<file path="src/rtl/mem_wb_stage.sv">
// MEM/WB pipeline register with load extraction, alignment checking and
// register-file write port generation; also counts retired instructions.
module mem_wb_stage #(
    parameter int DATA_W = 32,
    parameter int CNT_W  = 32
) (
    input  logic              clk,
    input  logic              rst,
    input  logic              mem_valid,
    input  logic              mem_regwrite,
    input  logic              mem_memtoreg,
    input  logic [2:0]        mem_loadtype,
    input  logic [4:0]        mem_writereg,
    input  logic [DATA_W-1:0] mem_aluout,
    input  logic [DATA_W-1:0] mem_readdata,
    input  logic              stall_w,
    input  logic              flush_w,
    output logic              we3,
    output logic [4:0]        wa3,
    output logic [DATA_W-1:0] wd3,
    output logic              valid_w,
    output logic              addr_err_w,
    output logic [CNT_W-1:0]  retired_cnt
);

    localparam logic [2:0] LT_LB  = 3'b001;
    localparam logic [2:0] LT_LBU = 3'b010;
    localparam logic [2:0] LT_LH  = 3'b011;
    localparam logic [2:0] LT_LHU = 3'b100;

    logic              r_valid;
    logic              r_regwrite;
    logic              r_memtoreg;
    logic [2:0]        r_loadtype;
    logic [4:0]        r_writereg;
    logic [DATA_W-1:0] r_aluout;
    logic [DATA_W-1:0] r_readdata;
    logic [CNT_W-1:0]  r_cnt;

    logic [DATA_W-1:0] w_load_data;
    logic              w_misaligned;
    logic              w_addr_err;

    // Little-endian lane extraction; unknown load codes fall back to a full word.
    function automatic logic [DATA_W-1:0] f_load_format(
        input logic [2:0]        lt,
        input logic [1:0]        a,
        input logic [DATA_W-1:0] d
    );
        logic [7:0]  b;
        logic [15:0] h;
        logic [DATA_W-1:0] res;
        case (a)
            2'b00:   b = d[7:0];
            2'b01:   b = d[15:8];
            2'b10:   b = d[23:16];
            2'b11:   b = d[31:24];
            default: b = d[7:0];
        endcase
        if (a[1]) begin
            h = d[31:16];
        end else begin
            h = d[15:0];
        end
        case (lt)
            LT_LB:   res = {{(DATA_W-8){b[7]}}, b};
            LT_LBU:  res = {{(DATA_W-8){1'b0}}, b};
            LT_LH:   res = {{(DATA_W-16){h[15]}}, h};
            LT_LHU:  res = {{(DATA_W-16){1'b0}}, h};
            default: res = d;
        endcase
        return res;
    endfunction

    function automatic logic f_misaligned(input logic [2:0] lt, input logic [1:0] a);
        logic res;
        case (lt)
            LT_LB, LT_LBU: res = 1'b0;
            LT_LH, LT_LHU: res = a[0];
            default:       res = (a != 2'b00);
        endcase
        return res;
    endfunction

    // WB pipeline register: reset, then flush, then stall, then capture.
    always_ff @(posedge clk) begin
        if (rst || flush_w) begin
            r_valid    <= 1'b0;
            r_regwrite <= 1'b0;
            r_memtoreg <= 1'b0;
            r_loadtype <= 3'b000;
            r_writereg <= 5'd0;
            r_aluout   <= {DATA_W{1'b0}};
            r_readdata <= {DATA_W{1'b0}};
        end else if (stall_w) begin
            r_valid    <= r_valid;
            r_regwrite <= r_regwrite;
            r_memtoreg <= r_memtoreg;
            r_loadtype <= r_loadtype;
            r_writereg <= r_writereg;
            r_aluout   <= r_aluout;
            r_readdata <= r_readdata;
        end else begin
            r_valid    <= mem_valid;
            r_regwrite <= mem_regwrite;
            r_memtoreg <= mem_memtoreg;
            r_loadtype <= mem_loadtype;
            r_writereg <= mem_writereg;
            r_aluout   <= mem_aluout;
            r_readdata <= mem_readdata;
        end
    end

    // Retire counter: the instruction leaving WB counts even if it is being flushed.
    always_ff @(posedge clk) begin
        if (rst) begin
            r_cnt <= {CNT_W{1'b0}};
        end else if (r_valid && !stall_w) begin
            r_cnt <= r_cnt + {{(CNT_W-1){1'b0}}, 1'b1};
        end else begin
            r_cnt <= r_cnt;
        end
    end

    // Writeback data selection and alignment fault detection.
    always_comb begin
        w_load_data  = f_load_format(r_loadtype, r_aluout[1:0], r_readdata);
        w_misaligned = f_misaligned(r_loadtype, r_aluout[1:0]);
        w_addr_err   = r_valid & r_memtoreg & w_misaligned;
    end

    // Register-file port; a faulting load or a write to $0 never commits.
    always_comb begin
        we3 = r_valid & r_regwrite & (r_writereg != 5'd0) & ~w_addr_err;
        wa3 = r_writereg;
        if (r_memtoreg) begin
            wd3 = w_load_data;
        end else begin
            wd3 = r_aluout;
        end
        valid_w     = r_valid;
        addr_err_w  = w_addr_err;
        retired_cnt = r_cnt;
    end

endmodule

</file>
<file path="config.mk">
export PLATFORM = sky130hd
export DESIGN_NAME = mem_wb_stage
export DESIGN_NICKNAME = d
export VERILOG_FILES = /design/src/rtl/mem_wb_stage.sv
export SDC_FILE = /design/constraint.sdc
export NUM_CORES = 1
export LEC_CHECK = 0
export ABC_AREA = 1
export BUFFER_PORTS_ARGS = -buffer_cell sky130_fd_sc_hd__buf_2
export CAP_MARGIN = 20
export CORE_ASPECT_RATIO = 1.75
export CORE_UTILIZATION = 28
export CTS_CLUSTER_DIAMETER = 40
export CTS_CLUSTER_SIZE = 40
export DETAILED_ROUTE_END_ITERATION = 8
export SYNTH_ARGS = -nofsm -noshare
export SYNTH_HDL_FRONTEND = slang
export SYNTH_SLANG_ARGS = --single-unit
</file>
<file path="constraint.sdc">
create_clock -name clk -period 1.41 [get_ports clk]
set_clock_uncertainty 0.15 [all_clocks]
set_input_delay 0.0705 -clock clk [delete_from_list [all_inputs] [get_ports clk]]
set_output_delay 0.0705 -clock clk [all_outputs]
set_load 0.02 [all_outputs]
</file>
==> impl_metrics.prom <==
# TYPE chip_impl_metric gauge
chip_impl_metric{name="swShare",unit=""} 0.295
chip_impl_metric{name="cts_max_level",unit=""} 3
chip_impl_info{name="top_cell_types_by_occurrence_after_synthesis",value="214 x sky130_fd_sc_hd__nand2_1, 113 x sky130_fd_sc_hd__a21oi_1, 111 x sky130_fd_sc_hd__nor2_1"} 1
chip_impl_metric{name="peakVddDrop",unit="mV"} 0.451
chip_impl_metric{name="critical_path.max_fanout",unit=""} 8
chip_impl_metric{name="numClockSinks",unit=""} 107
chip_impl_metric{name="areaGrowthSynthToFinish",unit="%"} 76.6
chip_impl_info{name="hold_path.class",value="in -> reg"} 1
chip_impl_info{name="failed_checks",value="setup timing"} 1
chip_impl_metric{name="drt.antenna.violating_nets",unit=""} 0
chip_impl_info{name="largest_area_contributor_in_the_synthesized_netlist",value="sky130_fd_sc_hd__dfxtp_1"} 1
chip_impl_metric{name="clock_period_minus_worst_slack",unit="ps"} 2050
chip_impl_info{name="setup.worst_path.start",value="r_loadtype[0]"} 1
chip_impl_info{name="worst_hold_start",value="stall_w"} 1
chip_impl_metric{name="finish.utilization",unit=""} 0.503
chip_impl_info{name="crit-reg2reg-launch",value="retired_cnt[1]"} 1
chip_impl_metric{name="place_hpwl",unit="um"} 15500
chip_impl_metric{name="clk_latency",unit="ps"} 350
chip_impl_metric{name="drt-total-wl",unit="um"} 22600
chip_impl_info{name="leading_cell_type_by_number_of_instances_after_synthesis",value="sky130_fd_sc_hd__nand2_1"} 1
chip_impl_metric{name="first_global_vias",unit=""} 6695
chip_impl_info{name="status",value="finished, violations left"} 1
chip_impl_metric{name="fraction_of_power_consumed_by_combinational_cells",unit=""} 0.212
chip_impl_metric{name="timing.max_slew.rel_slack",unit=""} 0.682
chip_impl_metric{name="leakagePower",unit="nW"} 4.17
chip_impl_info{name="timing.hold.worst_endpoint",value="valid_w"} 1
chip_impl_metric{name="max_slew.worst_pin.slew",unit="ps"} 476
chip_impl_metric{name="drc",unit=""} 0
chip_impl_metric{name="core_region_area",unit="sq um"} 19100
chip_impl_metric{name="share_clk_of_total_power",unit=""} 0.351
chip_impl_metric{name="initial_core_util",unit=""} 0.285
chip_impl_metric{name="critical_path.max_stage_delay",unit="ps"} 390
chip_impl_metric{name="pin_count",unit=""} 151
chip_impl_metric{name="largest_net_degree_at_the_start_of_global_routing",unit=""} 76
chip_impl_metric{name="dp_worst_setup_slack",unit="ps"} -348
chip_impl_metric{name="overall_die_area",unit="sq um"} 20000
chip_impl_metric{name="detail_route.wl_per_cell",unit="um"} 16.2
chip_impl_metric{name="worst_r2r_path_depth",unit=""} 9
chip_impl_metric{name="postSynthRegisterBits",unit=""} 107
chip_impl_info{name="worstSetupEndpointType",value="primary output"} 1
chip_impl_metric{name="drive_above_1_share",unit=""} 0.424
chip_impl_metric{name="critical_path_required",unit="ps"} 1190
chip_impl_info{name="cts_tree",value="done"} 1
chip_impl_metric{name="finish.net_count",unit=""} 1225
chip_impl_metric{name="pwr-share-seq",unit=""} 0.437
chip_impl_metric{name="synth_cell_types",unit=""} 36
chip_impl_metric{name="gp_routability_congestion",unit=""} 0.929
chip_impl_info{name="synth_top_cells_by_area",value="sky130_fd_sc_hd__dfxtp_1 39%, sky130_fd_sc_hd__nand2_1 15%, sky130_fd_sc_hd__a21oi_1 10%, sky130_fd_sc_hd__nor2_1 7.6%, sky130_fd_sc_hd__inv_1 5.0%"} 1
chip_impl_metric{name="worst_setup_hold_path_clk_slew",unit="ps"} 80
chip_impl_metric{name="syn-cell-area",unit="sq um"} 5450
chip_impl_metric{name="i_o_buffers",unit=""} 150
chip_impl_info{name="root_buffer",value="sky130_fd_sc_hd__clkbuf_16"} 1
chip_impl_metric{name="pwr_density_cell",unit="nW/um^2"} 742
chip_impl_metric{name="grt_first_pass_wirelength",unit="um"} 33500
chip_impl_metric{name="synth-edff-count",unit=""} 0
chip_impl_metric{name="final.setup.tns",unit="ps"} -21470
chip_impl_info{name="crit-reg2reg-capture",value="retired_cnt[28]"} 1
chip_impl_metric{name="wl_met3",unit="um"} 897
chip_impl_metric{name="dr_wl_met2",unit="um"} 12300
chip_impl_metric{name="asyncSetResetFlopFracSynth",unit=""} 0
chip_impl_metric{name="number_of_antenna_violations_at_the_first_check_in_global_routing",unit=""} 1
chip_impl_info{name="routed.top_layer",value="met4"} 1
chip_impl_metric{name="yosysSeqAreaShare",unit=""} 0.393
chip_impl_metric{name="netlist_instances",unit=""} 823
chip_impl_metric{name="setup.reg_to_reg.worst_slack",unit="ps"} -240
chip_impl_metric{name="netSwitchingPower",unit="W"} 0.00211
chip_impl_metric{name="chipHeight",unit="um"} 187
chip_impl_info{name="cpLargestDelayFamily",value="compound AO/OA/AOI/OAI gates"} 1
chip_impl_metric{name="power.internal",unit="W"} 0.00503
chip_impl_metric{name="critical_path_cell_count",unit=""} 8
chip_impl_metric{name="drt_pass1_iterations",unit=""} 5
chip_impl_metric{name="syn_nets",unit=""} 903
chip_impl_metric{name="number_of_buffer_and_inverter_stages_on_the_critical_path",unit=""} 3
chip_impl_metric{name="avgSynthCellArea",unit="sq um"} 6.62
chip_impl_metric{name="first_iter_violations",unit=""} 358
chip_impl_info{name="yosys_most_used_dff",value="sky130_fd_sc_hd__dfxtp_1"} 1
chip_impl_metric{name="worst-endpoint-arrival",unit="ps"} 1830
chip_impl_info{name="worst_setup_path_start_kind",value="flip-flop"} 1
chip_impl_metric{name="floorplan.rows",unit=""} 67
chip_impl_metric{name="grt_overflow_total",unit=""} 0
chip_impl_metric{name="floorplan.die.width",unit="um"} 107
chip_impl_metric{name="postLayoutSetupSlackWorst",unit="ps"} -636
chip_impl_info{name="rsz0062_at_grt",value="true"} 1
chip_impl_metric{name="numCtsBuffers",unit=""} 9
chip_impl_metric{name="ys.warnings.count",unit=""} 0
chip_impl_metric{name="synth_top_area_share",unit=""} 0.393
chip_impl_metric{name="routedLengthMet1",unit="um"} 7770
chip_impl_metric{name="final.hold.worst_slack",unit="ps"} 34.6
chip_impl_metric{name="clk_path_buf_depth",unit=""} 2
chip_impl_metric{name="fin_crit_sh",unit=""} 1.45
chip_impl_metric{name="finalSetupViolCount",unit=""} 58
chip_impl_info{name="critical-path-slowest-cell",value="sky130_fd_sc_hd__a21oi_1"} 1
chip_impl_metric{name="vias",unit=""} 6792
chip_impl_metric{name="fmaxAchievable",unit="MHz"} 489
chip_impl_metric{name="track_usage",unit=""} 0.219
chip_impl_info{name="crit_type",value="reg -> out"} 1
chip_impl_metric{name="final_max_slew_viol_count",unit=""} 0
chip_impl_info{name="timing.critical_path.cells",value="inv_2, nand3_2, nand2_4, nor2_4, buf_12, a21oi_1, a21oi_4, buf_6"} 1
chip_impl_metric{name="drv_cap",unit=""} 0
chip_impl_metric{name="final-hold-violation-count",unit=""} 0
chip_impl_metric{name="hold-path-cell-count",unit=""} 4
chip_impl_metric{name="routed_via_density",unit=""} 4.88
==> tightest hold or removal path: stages <==
cell,delay [ps]
sky130_fd_sc_hd__buf_2,120
sky130_fd_sc_hd__buf_12,170
sky130_fd_sc_hd__nand2_1,70
sky130_fd_sc_hd__a21oi_1,50
==> sequential cells by signal, indices dropped and copies added (netlist names) <==
signal / flops
r_regwrite: 1
r_aluout: 32
valid_w: 1
r_readdata: 32
retired_cnt: 32
wa3: 5
r_memtoreg: 1
r_loadtype: 3
==> repair_timing <==
action	4_1_cts	5_1_grt
hold buffers	76	0
endpoints found under the hold margin	81	0
cloned	2	1
buffers inserted	6	10
gates resized for setup	154	75
pin swaps	33	43
endpoints found under the setup margin	60	61
==> power by group through the flow <==
stage / clock network, W / logic, W / registers (W)
after global routing: 0.00272 / 0.00161 / 0.00313
after CTS: 0.00260 / 0.00145 / 0.00312
after floorplan: 0 / 0.000634 / 0.00318
after detailed placement: 0 / 0.00113 / 0.00319
final: 0.00251 / 0.00151 / 0.00312
after global placement: 0 / 0.00113 / 0.00319
==> through the flow <==
stage / area, sq um / power, W / cells
after floorplan: 5860 / 0.00382 / 823
final: 9620 / 0.00714 / 1393
after detailed placement: 7660 / 0.00432 / 1282
after CTS: 9220 / 0.00717 / 1381
after global routing: 9620 / 0.00746 / 1392
after global placement: 7660 / 0.00431 / 1282
==> final cells by class <==
cell class / count / area, sq um
flip-flops and latches: 107 / 2230
fillers: 1849 / 9490
clock buffers: 10 / 229
well taps: 241 / 302
inverters: 77 / 323
clock inverters: 6 / 53.8
diodes: 2 / 5.00
repair inverters: 1 / 11.3
multi-input cells: 595 / 3570
repair buffers: 354 / 2900
==> per-layer routing <==
metal / GRT usage / vias to the layer above
met3: 0.0311 / 78
met1: 0.206 / 3172
li1: - / 3315
met4: 0.166 / 0
met5: 0 / -
met2: 0.414 / 227
==> cells by family after synthesis <==
kind of cell,count (synthesis),synth area share
AND/OR/NAND/NOR,407,0.319
AO/OA/AOI/OAI,186,0.188
buffers and inverters,121,0.0953
flip-flops,107,0.393
XOR/XNOR,1,0.00161
adder cells (fa/ha/maj),1,0.00230
==> layout by cell type (no fill, tap or decap), types with 4 or more instances in the layout <==
master and count:
sky130_fd_sc_hd__inv_8 4, sky130_fd_sc_hd__nand2_4 14, sky130_fd_sc_hd__nand3_4 4, sky130_fd_sc_hd__inv_6 5
sky130_fd_sc_hd__o21ai_2 19, sky130_fd_sc_hd__clkbuf_16 10, sky130_fd_sc_hd__o21ai_0 5, sky130_fd_sc_hd__a21oi_4 16
sky130_fd_sc_hd__buf_2 116, sky130_fd_sc_hd__dlygate4sd3_1 76, sky130_fd_sc_hd__inv_2 5, sky130_fd_sc_hd__dfxtp_1 78
sky130_fd_sc_hd__nand2_1 189, sky130_fd_sc_hd__dfxtp_2 8, sky130_fd_sc_hd__buf_6 33, sky130_fd_sc_hd__a21oi_1 86
sky130_fd_sc_hd__nor2_4 22, sky130_fd_sc_hd__buf_12 13, sky130_fd_sc_hd__nand3_2 14, sky130_fd_sc_hd__nor3_1 4
sky130_fd_sc_hd__o21ai_1 11, sky130_fd_sc_hd__buf_4 112, sky130_fd_sc_hd__dfxtp_4 21, sky130_fd_sc_hd__nor2_2 7
sky130_fd_sc_hd__inv_1 63, sky130_fd_sc_hd__a211oi_1 20, sky130_fd_sc_hd__nand2_2 18, sky130_fd_sc_hd__nor2_1 90
sky130_fd_sc_hd__inv_4 5, sky130_fd_sc_hd__nand3_1 23, sky130_fd_sc_hd__nand4_1 7, sky130_fd_sc_hd__a21oi_2 17
==> worst max path at each step <==
stage	endpoint	slack (ps)
after floorplan	wd3[21]	-130
after global placement	wd3[30]	-350
after detailed placement	wd3[31]	-350
after CTS	wd3[2]	-600
after global routing	wd3[14]	-700
final	wd3[18]	-640
(Power assumes the default switching activity.)
